### config.mk
export PLATFORM = sky130hd
export DESIGN_NAME = apb_rr_master
export DESIGN_NICKNAME = d
export VERILOG_FILES = /design/src/rtl/apb_ctrl_pkg.sv /design/src/rtl/rr_arbiter.sv /design/src/rtl/apb_rr_master.sv
export SDC_FILE = /design/constraint.sdc
export NUM_CORES = 1
export LEC_CHECK = 0
export BUFFER_PORTS_ARGS = -buffer_cell sky130_fd_sc_hd__buf_2
export CORE_MARGIN = 2
export CORE_UTILIZATION = 42
export DETAILED_ROUTE_END_ITERATION = 8
export PLACE_DENSITY = 0.88
export SLEW_MARGIN = 40
export SYNTH_ARGS = -nofsm -noshare
export SYNTH_HDL_FRONTEND = slang
export SYNTH_SLANG_ARGS = --single-unit
### constraint.sdc
create_clock -name pclk -period 2.3 [get_ports pclk]
set_input_delay 0.23 -clock pclk [delete_from_list [all_inputs] [get_ports pclk]]
set_output_delay 0.23 -clock pclk [all_outputs]
set_load 0.1 [all_outputs]
### src/rtl/apb_ctrl_pkg.sv
// Shared types for the APB requester/master path: FSM states, bus widths and
// the response record returned to a requester.
package apb_ctrl_pkg;

    localparam int APB_AW = 32;
    localparam int APB_DW = 32;

    typedef enum logic [1:0] {
        IDLE,
        SETUP,
        ACCESS
    } apb_mst_state_t;

    typedef struct packed {
        logic [APB_DW-1:0] rdata;
        logic              err;
    } apb_rsp_t;

endpackage

### src/rtl/rr_arbiter.sv
// Round-robin arbiter: one-hot grant, priority starting just after the last
// accepted winner. Requester 0 leads after reset.
module rr_arbiter #(
    parameter int N = 2
) (
    input  logic         pclk,
    input  logic         presetn,
    input  logic [N-1:0] req,
    input  logic         advance,
    output logic [N-1:0] grant
);

    localparam int IW = (N > 1) ? $clog2(N) : 1;

    logic [IW-1:0] last;
    logic [IW-1:0] win;
    logic [IW-1:0] idx;
    logic          found;

    always_comb begin
        grant = '0;
        win   = '0;
        idx   = '0;
        found = 1'b0;
        for (int k = 1; k <= N; k++) begin
            idx = IW'((int'(last) + k) % N);
            if (!found && req[idx]) begin
                found      = 1'b1;
                grant[idx] = 1'b1;
                win        = idx;
            end
        end
    end

    // Pointer parked on N-1 so the first scan after reset starts at 0.
    always_ff @(posedge pclk or negedge presetn) begin
        if (!presetn)
            last <= IW'(N - 1);
        else if (advance && found)
            last <= win;
    end

endmodule

### src/rtl/apb_rr_master.sv
// APB master sequencer fronted by a round-robin arbiter over NREQ requesters;
// drives SETUP/ACCESS, returns data/error and aborts on pready timeout.
module apb_rr_master
    import apb_ctrl_pkg::*;
#(
    parameter int NREQ    = 2,
    parameter int TIMEOUT = 16
) (
    input  logic                   pclk,
    input  logic                   presetn,
    input  logic [NREQ-1:0]        req_valid,
    input  logic [NREQ-1:0]        req_write,
    input  logic [NREQ*APB_AW-1:0] req_addr,
    input  logic [NREQ*APB_DW-1:0] req_wdata,
    output logic [NREQ-1:0]        req_ready,
    output logic [NREQ-1:0]        rsp_valid,
    output logic [APB_DW-1:0]      rsp_rdata,
    output logic                   rsp_err,
    output logic                   psel,
    output logic                   penable,
    output logic                   pwrite,
    output logic [APB_AW-1:0]      paddr,
    output logic [APB_DW-1:0]      pwdata,
    input  logic [APB_DW-1:0]      prdata,
    input  logic                   pready,
    input  logic                   pslverr
);

    localparam int CW = $clog2(TIMEOUT);

    apb_mst_state_t    state;
    apb_rsp_t          rsp_q;
    logic [NREQ-1:0]   grant;
    logic [NREQ-1:0]   gnt_q;
    logic [CW-1:0]     wcnt;
    logic              accept;
    logic              sel_write;
    logic [APB_AW-1:0] sel_addr;
    logic [APB_DW-1:0] sel_wdata;

    assign accept    = (state == IDLE) && (|req_valid);
    assign req_ready = (state == IDLE) ? grant : '0;
    assign rsp_rdata = rsp_q.rdata;
    assign rsp_err   = rsp_q.err;

    rr_arbiter #(.N(NREQ)) u_arb (
        .pclk    (pclk),
        .presetn (presetn),
        .req     (req_valid),
        .advance (accept),
        .grant   (grant)
    );

    always_comb begin
        sel_write = 1'b0;
        sel_addr  = '0;
        sel_wdata = '0;
        for (int i = 0; i < NREQ; i++) begin
            if (grant[i]) begin
                sel_write = req_write[i];
                sel_addr  = req_addr[APB_AW*i +: APB_AW];
                sel_wdata = req_wdata[APB_DW*i +: APB_DW];
            end
        end
    end

    always_ff @(posedge pclk or negedge presetn) begin
        if (!presetn) begin
            state     <= IDLE;
            psel      <= 1'b0;
            penable   <= 1'b0;
            pwrite    <= 1'b0;
            paddr     <= '0;
            pwdata    <= '0;
            gnt_q     <= '0;
            wcnt      <= '0;
            rsp_valid <= '0;
            rsp_q     <= '0;
        end else begin
            rsp_valid <= '0;
            case (state)
                IDLE: begin
                    if (accept) begin
                        state  <= SETUP;
                        psel   <= 1'b1;
                        pwrite <= sel_write;
                        paddr  <= sel_addr;
                        pwdata <= sel_wdata;
                        gnt_q  <= grant;
                        wcnt   <= '0;
                    end
                end
                SETUP: begin
                    state   <= ACCESS;
                    penable <= 1'b1;
                end
                ACCESS: begin
                    // pready is checked first so a response in the last
                    // allowed cycle completes normally.
                    if (pready) begin
                        state       <= IDLE;
                        psel        <= 1'b0;
                        penable     <= 1'b0;
                        rsp_valid   <= gnt_q;
                        rsp_q.rdata <= pwrite ? '0 : prdata;
                        rsp_q.err   <= pslverr;
                    end else if (wcnt == CW'(TIMEOUT - 1)) begin
                        state       <= IDLE;
                        psel        <= 1'b0;
                        penable     <= 1'b0;
                        rsp_valid   <= gnt_q;
                        rsp_q.rdata <= '0;
                        rsp_q.err   <= 1'b1;
                    end else begin
                        wcnt <= wcnt + 1'b1;
                    end
                end
                default: state <= IDLE;
            endcase
        end
    end

endmodule

==> metrics.csv <==
metric,value,unit
critPathMaxFanout,8,
drt_pass1_iterations,5,
route.detailed.drc,0,
portBuffers,271,
start_util,0.4263,
track_usage,0.2067,
period_share,0.8846,
num_io_pins,272,
r2r_end,paddr[18]$_DFFE_PN0P_,
gp_congestion,0.8682,
hold_viol,0,
cts_htree_levels,3,
yosysTopAreaCellShare,0.6009,
wl_per_cell,16.97,um
viasPerCell,5.467,
ys_types,33,
fp-row-count,38,
core,10750,um^2
dp_hpwl,9443,um
cp.required,2.07,ns
area_growth,37.15,%
ys_warn_count,0,
ys_ff_latch,111,
dieArea,11760,um^2
r2r_cells,4,
vias,4144,
cts_setup_buffers,0,
cts_root_buf,clkbuf_8,
cts_tree,built,
worstMarginPinSlew,0.6106,ns
timing.hold.ws,0.07669,ns
rsz0062_at_grt,no,
grt_max_degree,67,
cap_viol_max_count,0,
grt_pass1_vias,3852,
die_height,108.4,um
finalCriticalPeriod,2.035,ns
num_antenna_cells,0,
yosys-top-cells-area,"dfrtp_1, a221o_1, and3_1, a22o_1, clkbuf_1",
layout-drive-gt1-share,0.4935,
die_x,108.4,um
hp-class,input pin to flop,
grt_pass1_wl,19030,um
synth_area,4581,um^2
path_class,flop to output port,
clock_skew,0.009485,ns
reg2reg_from,state[0]$_DFFE_PN0P_,
ys_seq_area_frac,0.6067,
grt-ovfl-total,0,
synth_top_area_cell,dfrtp_1,
r2r_setup_slack,0.38,ns
clk_latency,0.37,ns
avgSynthCellArea,12.87,um^2
antenna_found_initial,0,
setup_tns,0,ns
numCtsBuffers,9,
cp-end-kind,output port,
nets,782,
cts_max_path_buffers,2,
maxSlewViolCount,0,
min-delay-start,prdata[15],
wirelength,12860,um
first_iter_violations,320,
hold_end,rsp_rdata[15]$_DFFE_PN0P_,
cts_sinks,111,
synthCells,356,
holdPathStages,2,
antenna_left,0,
slew_headroom,0.5929,
status,"finished, final reports clean",
crit_arrival,1.80,ns
clk_pin_slew,0.10,ns
synthesis.nets,525,
setup_viol,0,
start_kind,flop,
max_freq,491.5,MHz
==> cells in the mapped netlist, drive strengths merged <==
library cell / count
a21o: 2
o21a: 1
o21ai: 3
o22a: 1
buf: 11
and4b: 1
nand2: 5
or3b: 1
dfstp: 1
nor3b: 2
clkbuf: 25
mux2i: 2
and2: 3
nand3b: 1
xnor2: 1
ha: 1
a31oi: 1
nand3: 1
and3: 66
a22o: 32
or2: 3
a21oi: 3
nor2: 4
dfrtp: 110
a221o: 65
nor3: 2
a31o: 1
nand2b: 2
inv: 5
==> cells by family after synthesis <==
group | Yosys count | synth area share
flops | 111 | 0.6067
compound gates | 109 | 0.2207
simple gates | 91 | 0.1207
buf+inv | 41 | 0.04288
mux | 2 | 0.004371
xor+xnor | 1 | 0.001912
fa+ha+maj | 1 | 0.002731
==> cell usage in the layout, fill, tap and decap left out, types with 5 or more instances in the layout <==
cell type  instances
dfrtp_1          110
clkbuf_8           9
nand2_1            5
a22o_1            32
a221o_1           65
and3_1            66
buf_2            269
buf_4              9
inv_1              5
==> metrics by stage <==
step / worst slack [ns] / utilization / cell area, um^2 / cells
after CTS: 0.2213 / 0.5847 / 6282 / 758
after global routing: 0.1308 / 0.5847 / 6282 / 758
final: 0.2655 / 0.5847 / 6282 / 758
after floorplan: 0.2970 / - / 4581 / 356
after global placement: 0.4873 / 0.5646 / 6067 / 741
after detailed placement: 0.4144 / 0.5646 / 6067 / 741
==> how the worst max path moves through the flow <==
| stage | start | endpoint | slack [ns] |
|---|---|---|---|
| after floorplan | state[0]$_DFFE_PN0P_ | req_ready[1] | 0.30 |
| after global routing | u_arb.last$_DFFE_PN1P_ | req_ready[1] | 0.13 |
| after CTS | u_arb.last$_DFFE_PN1P_ | req_ready[1] | 0.22 |
| after global placement | state[0]$_DFFE_PN0P_ | pwdata[21]$_DFFE_PN0P_ | 0.49 |
| after detailed placement | state[0]$_DFFE_PN0P_ | paddr[9]$_DFFE_PN0P_ | 0.41 |
| final | state[0]$_DFFE_PN0P_ | req_ready[0] | 0.27 |
==> cell type report <==
cell class	count	area (um^2)
clock inverter	7	81.33
timing repair buffer	282	1484
multi-input combinational	204	1620
clock buffer	9	123.9
tap	140	175.2
inverter	5	18.77
fill	889	4463
sequential	111	2779
==> critical path: stages, from the launching register on <==
cell	delay, ns
dfrtp_1	0.48
or3b_2	0.54
a21oi_4	0.21
buf_12	0.21
==> timing repair <==
| item | CTS | global route |
|---|---|---|
| hold buffers | 1 | 0 |
| hold endpoints to repair | 72 | 0 |
| resized for setup | 0 | 0 |
| endpoints found under the setup margin | 0 | 0 |
==> layer usage <==
layer,up-vias,global-route usage,share of wire
met3,21,0.03376,0.071
met1,1984,0.2693,0.41
met2,233,0.3451,0.49
met4,0,0.08059,0.022
met5,-,0,0
li1,1906,-,-
==> state kept, by name, indices dropped and copies added (netlist names) <==
name / cells
rsp_err: 1
rsp_rdata: 32
penable: 1
psel: 1
paddr: 32
state: 2
rsp_valid: 2
pwdata: 32
u_arb.last: 1
wcnt: 4
pwrite: 1
gnt_q: 2
Power is not shown: default switching activity piles up to over one toggle a cycle in this logic, so the estimate is an artifact.
